**config.mk**
```make
export PLATFORM = sky130hd
export DESIGN_NAME = stepper_motor_multi_flat
export DESIGN_NICKNAME = d
export VERILOG_FILES = /design/src/rtl/stepper_motor_multi_if.sv /design/src/rtl/stepper_motor_multi.sv /design/src/flat_wrapper.sv
export SDC_FILE = /design/constraint.sdc
export NUM_CORES = 1
export LEC_CHECK = 0
export CAP_MARGIN = 20
export CORE_ASPECT_RATIO = 0.9
export CORE_UTILIZATION = 59
export CTS_CLUSTER_DIAMETER = 80
export DETAILED_ROUTE_END_ITERATION = 10
export HOLD_SLACK_MARGIN = 0.05
export PLACE_DENSITY = 0.87
export SLEW_MARGIN = 10
export SYNTH_ARGS = -nofsm -noshare
export SYNTH_HDL_FRONTEND = slang
export SYNTH_SLANG_ARGS = --single-unit
```
**constraint.sdc**
```tcl
create_clock -name clk -period 5.9 [get_ports clk]
set_input_delay 1.77 -clock clk [delete_from_list [all_inputs] [get_ports clk]]
set_output_delay 1.77 -clock clk [all_outputs]
set_load 0.03 [all_outputs]
```
**src/rtl/stepper_motor_multi_if.sv**
```systemverilog
// rtl/stepper_motor_multi_if.sv - command/status bundle for stepper_motor_multi (position port under STEPPER_POSITION_EN)
`timescale 1ns/1ps
interface stepper_motor_multi_if #(
    parameter int CHANNELS  = 2,
    parameter int CNT_WIDTH = 16,
    parameter int DIV_WIDTH = 16
);
    logic [CHANNELS-1:0]           start;
    logic [CHANNELS-1:0]           stop;
    logic [CHANNELS-1:0]           dir;
    logic [CHANNELS*CNT_WIDTH-1:0] steps;
    logic [CHANNELS*DIV_WIDTH-1:0] half_period;
    logic [CHANNELS-1:0]           step_out;
    logic [CHANNELS-1:0]           dir_out;
    logic [CHANNELS-1:0]           busy;
    logic [CHANNELS-1:0]           done;
    logic [CHANNELS*CNT_WIDTH-1:0] remaining;
`ifdef STEPPER_POSITION_EN
    logic [CHANNELS*(CNT_WIDTH+8)-1:0] position;
`endif

    modport master (
        output start, stop, dir, steps, half_period,
        input  step_out, dir_out, busy, done, remaining
`ifdef STEPPER_POSITION_EN
        , input position
`endif
    );

    modport slave (
        input  start, stop, dir, steps, half_period,
        output step_out, dir_out, busy, done, remaining
`ifdef STEPPER_POSITION_EN
        , output position
`endif
    );
endinterface

```
**src/rtl/stepper_motor_multi.sv**
```systemverilog
// rtl/stepper_motor_multi.sv - multi-channel stepper pulse generator; STEPPER_POSITION_EN adds signed position counters
`timescale 1ns/1ps
module stepper_motor_multi #(
    parameter int CHANNELS  = 2,
    parameter int CNT_WIDTH = 16,
    parameter int DIV_WIDTH = 16,
    parameter int DIR_SETUP = 4
) (
    input  logic                  clk,
    input  logic                  reset_n,
    stepper_motor_multi_if.slave  bus
);
    // S_NULL is the one-cycle hop a zero-step command takes before its done pulse
    typedef enum logic [2:0] {
        S_IDLE, S_SETUP, S_STEP_HI, S_STEP_LO, S_NULL, S_DONE
    } state_t;

    localparam logic [DIV_WIDTH-1:0] DIV_ONE    = DIV_WIDTH'(1);
    localparam logic [DIV_WIDTH-1:0] SETUP_LAST = DIV_WIDTH'(DIR_SETUP - 1);
    localparam logic [CNT_WIDTH-1:0] CNT_ONE    = CNT_WIDTH'(1);

    logic [CHANNELS-1:0]           step_out_v, dir_out_v, busy_v, done_v;
    logic [CHANNELS*CNT_WIDTH-1:0] remaining_v;
`ifdef STEPPER_POSITION_EN
    localparam logic signed [CNT_WIDTH+7:0] POS_ONE = (CNT_WIDTH+8)'(1);
    logic [CHANNELS*(CNT_WIDTH+8)-1:0] position_v;
`endif

    for (genvar k = 0; k < CHANNELS; k++) begin : g_ch
        state_t                state_q, state_d;
        logic                  dir_q, dir_d;
        logic [CNT_WIDTH-1:0]  rem_q, rem_d;
        logic [DIV_WIDTH-1:0]  hp_q, hp_d;
        logic [DIV_WIDTH-1:0]  div_q, div_d;
        logic [CNT_WIDTH-1:0]  steps_in;
        logic [DIV_WIDTH-1:0]  hp_in;
`ifdef STEPPER_POSITION_EN
        logic signed [CNT_WIDTH+7:0] pos_q, pos_d;
`endif

        assign steps_in = bus.steps[k*CNT_WIDTH +: CNT_WIDTH];
        assign hp_in    = bus.half_period[k*DIV_WIDTH +: DIV_WIDTH];

        always_comb begin
            state_d = state_q;
            dir_d   = dir_q;
            rem_d   = rem_q;
            hp_d    = hp_q;
            div_d   = div_q + DIV_ONE;
`ifdef STEPPER_POSITION_EN
            pos_d   = pos_q;
`endif
            // Abort beats everything, including a same-cycle step completion
            if (state_q != S_IDLE && bus.stop[k]) begin
                state_d = S_IDLE;
                div_d   = '0;
            end else begin
                case (state_q)
                    S_IDLE: begin
                        div_d = '0;
                        if (bus.start[k] && !bus.stop[k]) begin
                            dir_d   = bus.dir[k];
                            rem_d   = steps_in;
                            hp_d    = (hp_in == '0) ? DIV_ONE : hp_in;
                            state_d = (steps_in == '0) ? S_NULL : S_SETUP;
                        end
                    end
                    S_SETUP: begin
                        if (div_q == SETUP_LAST) begin
                            div_d   = '0;
                            state_d = S_STEP_HI;
                        end
                    end
                    S_STEP_HI: begin
                        if (div_q == hp_q - DIV_ONE) begin
                            div_d   = '0;
                            state_d = S_STEP_LO;
                        end
                    end
                    S_STEP_LO: begin
                        if (div_q == hp_q - DIV_ONE) begin
                            div_d   = '0;
                            rem_d   = rem_q - CNT_ONE;
                            state_d = (rem_q == CNT_ONE) ? S_DONE : S_STEP_HI;
`ifdef STEPPER_POSITION_EN
                            pos_d   = dir_q ? (pos_q + POS_ONE) : (pos_q - POS_ONE);
`endif
                        end
                    end
                    S_NULL: begin
                        div_d   = '0;
                        state_d = S_DONE;
                    end
                    S_DONE: begin
                        div_d   = '0;
                        state_d = S_IDLE;
                    end
                    default: begin
                        div_d   = '0;
                        state_d = S_IDLE;
                    end
                endcase
            end
        end

        always_ff @(posedge clk or negedge reset_n) begin
            if (!reset_n) begin
                state_q <= S_IDLE;
                dir_q   <= 1'b0;
                rem_q   <= '0;
                hp_q    <= '0;
                div_q   <= '0;
`ifdef STEPPER_POSITION_EN
                pos_q   <= '0;
`endif
            end else begin
                state_q <= state_d;
                dir_q   <= dir_d;
                rem_q   <= rem_d;
                hp_q    <= hp_d;
                div_q   <= div_d;
`ifdef STEPPER_POSITION_EN
                pos_q   <= pos_d;
`endif
            end
        end

        assign step_out_v[k] = (state_q == S_STEP_HI);
        assign dir_out_v[k]  = dir_q;
        assign busy_v[k]     = (state_q == S_SETUP) || (state_q == S_STEP_HI) ||
                               (state_q == S_STEP_LO);
        assign done_v[k]     = (state_q == S_DONE);
        assign remaining_v[k*CNT_WIDTH +: CNT_WIDTH] = rem_q;
`ifdef STEPPER_POSITION_EN
        assign position_v[k*(CNT_WIDTH+8) +: (CNT_WIDTH+8)] = pos_q;
`endif
    end

    assign bus.step_out  = step_out_v;
    assign bus.dir_out   = dir_out_v;
    assign bus.busy      = busy_v;
    assign bus.done      = done_v;
    assign bus.remaining = remaining_v;
`ifdef STEPPER_POSITION_EN
    assign bus.position  = position_v;
`endif
endmodule
```
**src/flat_wrapper.sv**
```systemverilog
// flat-port wrapper written by rule: the top's interface ports become plain ports
module stepper_motor_multi_flat 
#(
    parameter int CHANNELS  = 2,
    parameter int CNT_WIDTH = 16,
    parameter int DIV_WIDTH = 16,
    parameter int DIR_SETUP = 4
)
  (clk, reset_n, bus_start, bus_stop, bus_dir, bus_steps, bus_half_period, bus_step_out, bus_dir_out, bus_busy, bus_done, bus_remaining);
  stepper_motor_multi_if #(.CHANNELS(CHANNELS), .CNT_WIDTH(CNT_WIDTH), .DIV_WIDTH(DIV_WIDTH)) bus_i ();
  input  logic clk;
  input  logic reset_n;
  input wire logic [$bits(bus_i.start)-1:0] bus_start;
  input wire logic [$bits(bus_i.stop)-1:0] bus_stop;
  input wire logic [$bits(bus_i.dir)-1:0] bus_dir;
  input wire logic [$bits(bus_i.steps)-1:0] bus_steps;
  input wire logic [$bits(bus_i.half_period)-1:0] bus_half_period;
  output wire logic [$bits(bus_i.step_out)-1:0] bus_step_out;
  output wire logic [$bits(bus_i.dir_out)-1:0] bus_dir_out;
  output wire logic [$bits(bus_i.busy)-1:0] bus_busy;
  output wire logic [$bits(bus_i.done)-1:0] bus_done;
  output wire logic [$bits(bus_i.remaining)-1:0] bus_remaining;
  assign bus_i.start = bus_start;
  assign bus_i.stop = bus_stop;
  assign bus_i.dir = bus_dir;
  assign bus_i.steps = bus_steps;
  assign bus_i.half_period = bus_half_period;
  assign bus_step_out = bus_i.step_out;
  assign bus_dir_out = bus_i.dir_out;
  assign bus_busy = bus_i.busy;
  assign bus_done = bus_i.done;
  assign bus_remaining = bus_i.remaining;
  stepper_motor_multi #(.CHANNELS(CHANNELS), .CNT_WIDTH(CNT_WIDTH), .DIV_WIDTH(DIV_WIDTH), .DIR_SETUP(DIR_SETUP)) u_core (.clk(clk), .reset_n(reset_n), .bus(bus_i));
endmodule
```
==> impl_metrics.py, run 1 <==
metrics = {
    "status": {
        "outcome": "finished clean",
    },
    "grt": {
        "grt_overflow_total": 0,
        "grtUsageTotal_pct": 31.4,
        "antenna_found_initial": 0,
        "grt_pass1_wl_um": 29200,
        "grt_max_degree": 81,
        "grt_pass1_vias": 6154,
    },
    "logic_synthesis": {
        "ys_seq_area_share_pct": 38.8,
        "synth_common_cells": "104 x dfrtp_1, 87 x nand2_1, 82 x nor2_1, 45 x xnor2_1, 44 x a21oi_1",
        "synth_top_area_cell": "dfrtp_1",
        "ys_seq_elements": 104,
        "postSynthCellCount": 784,
        "synth_cell_types": 73,
        "synth_top_cells_by_area": "dfrtp_1 39%, xnor2_1 5.9%, nand2_1 4.9%",
        "synth_edf_count": 0,
        "synth_area_um2": 6710,
        "postSynthNetCount": 864,
        "synthFlopType": "dfrtp_1",
        "yosysMostFrequentCell": "dfrtp_1",
        "postSynthAreaPerCell_um2": 8.56,
        "yosys_warnings": 0,
        "async_flop_share_pct": 100,
        "synthDominantCellAreaShare_pct": 38.8,
    },
    "pwr": {
        "leakagePower_nw": 3.19,
        "power_mw": 3.52,
        "vdd.ir_drop.worst_mv": 0.282,
        "p_per_area_nw_per_um2": 432,
    },
    "timing": {
        "fin_crit_sh_pct": 67.9,
        "period_needed_ns": 4.00,
        "slew_viol_final": 0,
        "finalSetupViolCount": 0,
        "whs_ns": 0.493,
        "slew_headroom_pct": 31.9,
        "fmax_ghz": 0.250,
        "tns_ns": 0,
        "hold_violations": 0,
        "tightest_slew_ns": 1.02,
        "clock_skew_ns": 0.00857,
        "rsz0062_at_grt": "no",
    },
    "worst_setup_path": {
        "crit_start": "bus_stop[0]",
        "criticalPathCategory": "in2reg",
        "cp.required_ns": 6.14,
        "ff2ff_path_depth": 8,
        "timing.rr.end": "u_core.g_ch[0].rem_q[6]$_DFFE_PN0P_",
        "arrival_ns": 4.25,
        "timing.rr.start": "u_core.g_ch[0].hp_q[2]$_DFFE_PN0P_",
        "worstPathMaxFanout": 18,
        "end_kind": "flip-flop",
        "startpoint_type": "input pin",
        "reg2reg_slack_ns": 2.19,
        "endpoint": "u_core.g_ch[0].rem_q[6]$_DFFE_PN0P_",
    },
    "hold_path": {
        "hp-start": "u_core.g_ch[1].dir_q$_DFFE_PN0P_",
        "hp-class": "reg2reg",
    },
    "drt": {
        "ant_nets": 0,
        "viasPerCell": 6.30,
        "drc": 0,
        "drt_wl_total_um": 18000,
        "first_iter_violations": 705,
        "num_vias": 6467,
        "route.detailed.wl_per_inst_um": 17.5,
        "dr.pass1.iters": 4,
    },
    "clock_tree": {
        "clk_pin_slew_worst_paths_ns": 0.07,
        "cts_hold_buffers": 0,
        "htreeDepth": 3,
        "clockBufferDepth": 2,
        "clkLatencyLatePin_ns": 0.36,
        "cts_resized": 0,
        "cts_inserted_buffers": 9,
        "root_buffer": "clkbuf_16",
        "cts_tree": "built",
        "clkSinkCount": 104,
        "cts_setup_buffers": 0,
    },
    "floorplanning": {
        "fp.dieW_um": 114,
        "coreArea_um2": 10900,
        "dieArea_um2": 11800,
        "rows": 36,
        "die_h_um": 103,
        "initial_core_util_pct": 61.3,
        "ios": 112,
    },
    "cells_and_area": {
        "seq_area_um2": 2600,
        "multiInputGateArea_um2": 3820,
        "fin_area_um2": 8160,
        "finish.utilization_pct": 74.5,
        "drive_above_1_share_pct": 6.52,
        "antennaDiodeCount": 0,
        "finalNetCount": 949,
        "n_fill_cell": 822,
        "area_delta_synth_final_pct": 21.6,
    },
    "placement": {
        "routabilityCongestion": 0.925,
        "detailed_place_hpwl_um": 12800,
        "numPortBuffers": 111,
        "dpl_cell_area_um2": 7830,
    },
    "flow_run": {
        "drv_cap": 0,
    },
}
==> per-stage QoR <==
step                setup slack, ns  cells
floorplan                      2.60    784
global placement               1.67   1009
detailed placement             1.58   1009
CTS                            1.95   1025
global route                   1.73   1026
finish                         1.90   1026
==> how the worst min path moves through the flow <==
| stage | to | slack, ns | cells past startpoint |
|---|---|---|---|
| after CTS | u_core.g_ch[1].dir_q$_DFFE_PN0P_ | 0.49 | 2 |
| after floorplan | u_core.g_ch[1].dir_q$_DFFE_PN0P_ | 0.45 | 2 |
| after detailed placement | u_core.g_ch[1].dir_q$_DFFE_PN0P_ | 0.47 | 2 |
| after global routing | u_core.g_ch[1].dir_q$_DFFE_PN0P_ | 0.51 | 2 |
| after global placement | u_core.g_ch[1].dir_q$_DFFE_PN0P_ | 0.47 | 2 |
| final | u_core.g_ch[1].dir_q$_DFFE_PN0P_ | 0.49 | 2 |
==> cell type report <==
type,count,share of cell area [%]
clock buffer,9,2.76
sequential,104,31.9
multi-input combinational,616,46.8
timing repair buffer,115,14.2
clock inverter,7,0.920
inverter,23,1.06
tap,152,2.33
==> layer usage <==
layer | vias up | wire (um) | global-route usage (%)
met5 | - | 0 | 0
li1 | 3008 | - | -
met2 | 304 | 8510 | 51.2
met3 | 54 | 1220 | 6.24
met4 | 0 | 489 | 13.6
met1 | 3101 | 7770 | 41.1
==> layout by cell type, fill, tap and decap left out, drive strengths merged, types with 4 or more instances in the layout <==
master	synthesis	routed
a211oi	6	6
a21oi	45	45
a22o	5	5
a31oi	4	4
and2	4	4
and3	14	14
buf	10	5
clkbuf	31	9
clkdlybuf4s50	0	110
dfrtp	104	104
ha	8	8
inv	23	27
mux2	15	15
mux2i	4	4
nand2	87	87
nand2b	9	9
nand3	34	34
nand4	13	13
nand4b	4	4
nor2	82	82
nor2b	6	6
nor3	26	26
nor4	37	37
o211a	5	5
o211ai	8	8
o21ai	39	39
o22a	5	5
o22ai	6	6
o2bb2ai	4	4
o31ai	6	6
or2	8	8
or3	12	12
or4	9	9
xnor2	45	45
xor2	26	26
==> state kept, by name, summed over array words and instances, names as in the netlist <==
name and cells:
u_core.g_ch.state_q 6, u_core.g_ch.dir_q 2, u_core.g_ch.hp_q 32, u_core.g_ch.rem_q 32
u_core.g_ch.div_q 32
==> power by group <==
part | switching [mW] | internal (mW)
Sequential | 0.362 | 0.947
Clock | 0.282 | 0.334
Combinational | 0.903 | 0.697
Total | 1.55 | 1.98
==> cell families after synthesis <==
family,count (synthesis),share of synthesized area [%]
buffers and inverters,64,4.31
adders and majority gates,8,1.49
AOI/OAI and AO/OA,165,16.6
DFF,104,38.8
xor gates and xnor gates,71,9.27
and+or+nand+nor,353,26.4
muxes,19,3.11
==> critical path, stage by stage <==
cell	delay, ns
clkdlybuf4s50_1	0.74
or4_1	0.67
o22ai_2	0.59
o21ai_0	0.20
a22o_1	0.28
Power figures use the tool's default switching activity.
==> run 2, diff against run 1 <==
- CORE_UTILIZATION: 59 -> 54
- PLACE_DENSITY: 0.87 -> 0.81
- clock period: 5.9 -> 3.74 ns (I/O delays scaled with it)
==> impl_metrics.py, run 2 (same netlist as run 1, synthesis figures left out) <==
metrics = {
    "timing": {
        "hold_violations": 0,
        "slew_viol_final": 0,
        "tns_ns": 0,
        "clock_skew_ns": 0.00533,
        "whs_ns": 0.513,
        "finalSetupViolCount": 0,
        "tightest_slew_ns": 0.794,
        "fmax_ghz": 0.292,
        "rsz0062_at_grt": "no",
        "fin_crit_sh_pct": 91.4,
        "period_needed_ns": 3.42,
        "slew_headroom_pct": 46.6,
    },
    "clock_tree": {
        "cts_resized": 0,
        "clockBufferDepth": 2,
        "cts_hold_buffers": 0,
        "clk_pin_slew_worst_paths_ns": 0.07,
        "clkLatencyLatePin_ns": 0.35,
        "cts_inserted_buffers": 9,
        "cts_tree": "built",
        "htreeDepth": 3,
        "root_buffer": "clkbuf_16",
        "clkSinkCount": 104,
        "cts_setup_buffers": 0,
    },
    "grt": {
        "grt_max_degree": 56,
        "grt_pass1_vias": 6253,
        "grt_pass1_wl_um": 29700,
        "antenna_found_initial": 0,
        "grtUsageTotal_pct": 29.0,
        "grt_overflow_total": 0,
    },
    "cells_and_area": {
        "multiInputGateArea_um2": 3820,
        "seq_area_um2": 2600,
        "area_delta_synth_final_pct": 22.0,
        "mostFrequentLayoutCells": "110 x clkdlybuf4s50_1, 104 x dfrtp_1, 87 x nand2_1",
        "finalNetCount": 956,
        "n_fill_cell": 953,
        "fin_area_um2": 8190,
        "drive_above_1_share_pct": 7.05,
        "final_common_cell": "clkdlybuf4s50_1",
        "antennaDiodeCount": 0,
        "reg_top3": "u_core.g_ch.div_q (32), u_core.g_ch.hp_q (32), u_core.g_ch.rem_q (32)",
    },
    "floorplanning": {
        "dieArea_um2": 12900,
        "coreArea_um2": 12100,
        "ios": 112,
        "rows": 38,
        "fp.dieW_um": 120,
        "initial_core_util_pct": 55.6,
        "die_h_um": 108,
    },
    "worst_setup_path": {
        "crit_slowest_cell": "or4_1",
        "crit_chain": "or4_1 > or3_1 > a2111oi_2 > nand4_1 > nor4_4 > a21oi_2 > o21ai_2 > nor2_1",
        "worstPathMaxFanout": 15,
        "slowest_delay_ns": 0.66,
        "criticalPathCategory": "reg2reg",
        "startpoint_type": "flip-flop",
        "cp.required_ns": 3.95,
        "arrival_ns": 3.63,
        "end_kind": "flip-flop",
    },
    "drt": {
        "drt_wl_total_um": 18200,
        "viasPerCell": 6.22,
        "wl_met3_um": 1330,
        "route.detailed.wl_per_inst_um": 17.5,
        "ant_nets": 0,
        "first_iter_violations": 543,
        "drc": 0,
        "dr.pass1.iters": 7,
        "route.met2.wl_um": 8620,
        "num_vias": 6467,
        "wirelength_met1_um": 7980,
        "maxUsedRoutingLayer": "met4",
    },
    "pwr": {
        "p_per_area_nw_per_um2": 673,
        "leakagePower_nw": 3.21,
        "vdd.ir_drop.worst_mv": 0.478,
    },
    "status": {
        "outcome": "finished clean",
    },
    "flow_run": {
        "drv_cap": 0,
    },
    "hold_path": {
        "hp-class": "reg2reg",
    },
    "placement": {
        "routabilityCongestion": 0.882,
        "numPortBuffers": 111,
        "detailed_place_hpwl_um": 13100,
        "dpl_cell_area_um2": 7910,
    },
}
-- run 2: final timing paths --
| check | start | endpoint | slack (ns) | cells after the start |
|---|---|---|---|---|
| max | u_core.g_ch[1].hp_q[0]$_DFFE_PN0P_ | u_core.g_ch[1].div_q[15]$_DFF_PN0_ | 0.32 | 8 |
| min | u_core.g_ch[0].dir_q$_DFFE_PN0P_ | u_core.g_ch[0].dir_q$_DFFE_PN0P_ | 0.51 | 1 |
| max reg2reg | u_core.g_ch[1].hp_q[0]$_DFFE_PN0P_ | u_core.g_ch[1].div_q[15]$_DFF_PN0_ | 0.32 | 8 |
| min reg2reg | u_core.g_ch[0].dir_q$_DFFE_PN0P_ | u_core.g_ch[0].dir_q$_DFFE_PN0P_ | 0.51 | 1 |
| max in group asynchronous | reset_n | u_core.g_ch[1].rem_q[9]$_DFFE_PN0P_ | 2.19 | 2 |
| min in group asynchronous | reset_n | u_core.g_ch[0].rem_q[7]$_DFFE_PN0P_ | 0.82 | 1 |
-- run 2: final cells by class --
class / count / share of cell area, %
clock buffer: 11 / 2.97
clock inverter: 4 / 0.367
inverter: 23 / 1.05
multi-input combinational: 616 / 46.7
sequential: 104 / 31.8
tap: 160 / 2.45
timing repair buffer: 122 / 14.7
-- run 2: critical path, delay by kind of cell (launching register included) --
family             cells  cell delay (ns)
and+or+nand+nor        5             1.77
AOI/OAI and AO/OA      3             1.07
DFF                    1             0.44
-- run 2: power breakdown --
part	leakage, nW	switching, mW	internal, mW	total, mW
Sequential	1.30	0.567	1.49	2.06
Combinational	1.77	1.42	1.12	2.54
Clock	0.132	0.436	0.470	0.906
-- run 2: layer usage --
metal  track usage [%]  vias to the layer above
met5                 0                        -
met1              38.7                     3116
met3              5.51                       31
met4              9.91                        0
met2              47.3                      307
li1                  -                     3013
-- run 2: per-stage QoR --
step,setup slack (ns),cells,power [mW],util [%]
6_report,0.320,1040,5.51,67.8
5_1_grt,0.0126,1040,5.84,67.8
4_1_cts,0.311,1040,5.49,67.8
3_5_place_dp,0.334,1025,4.56,65.5
3_3_place_gp,0.450,1025,4.47,65.5
2_1_floorplan,0.662,784,3.67,-
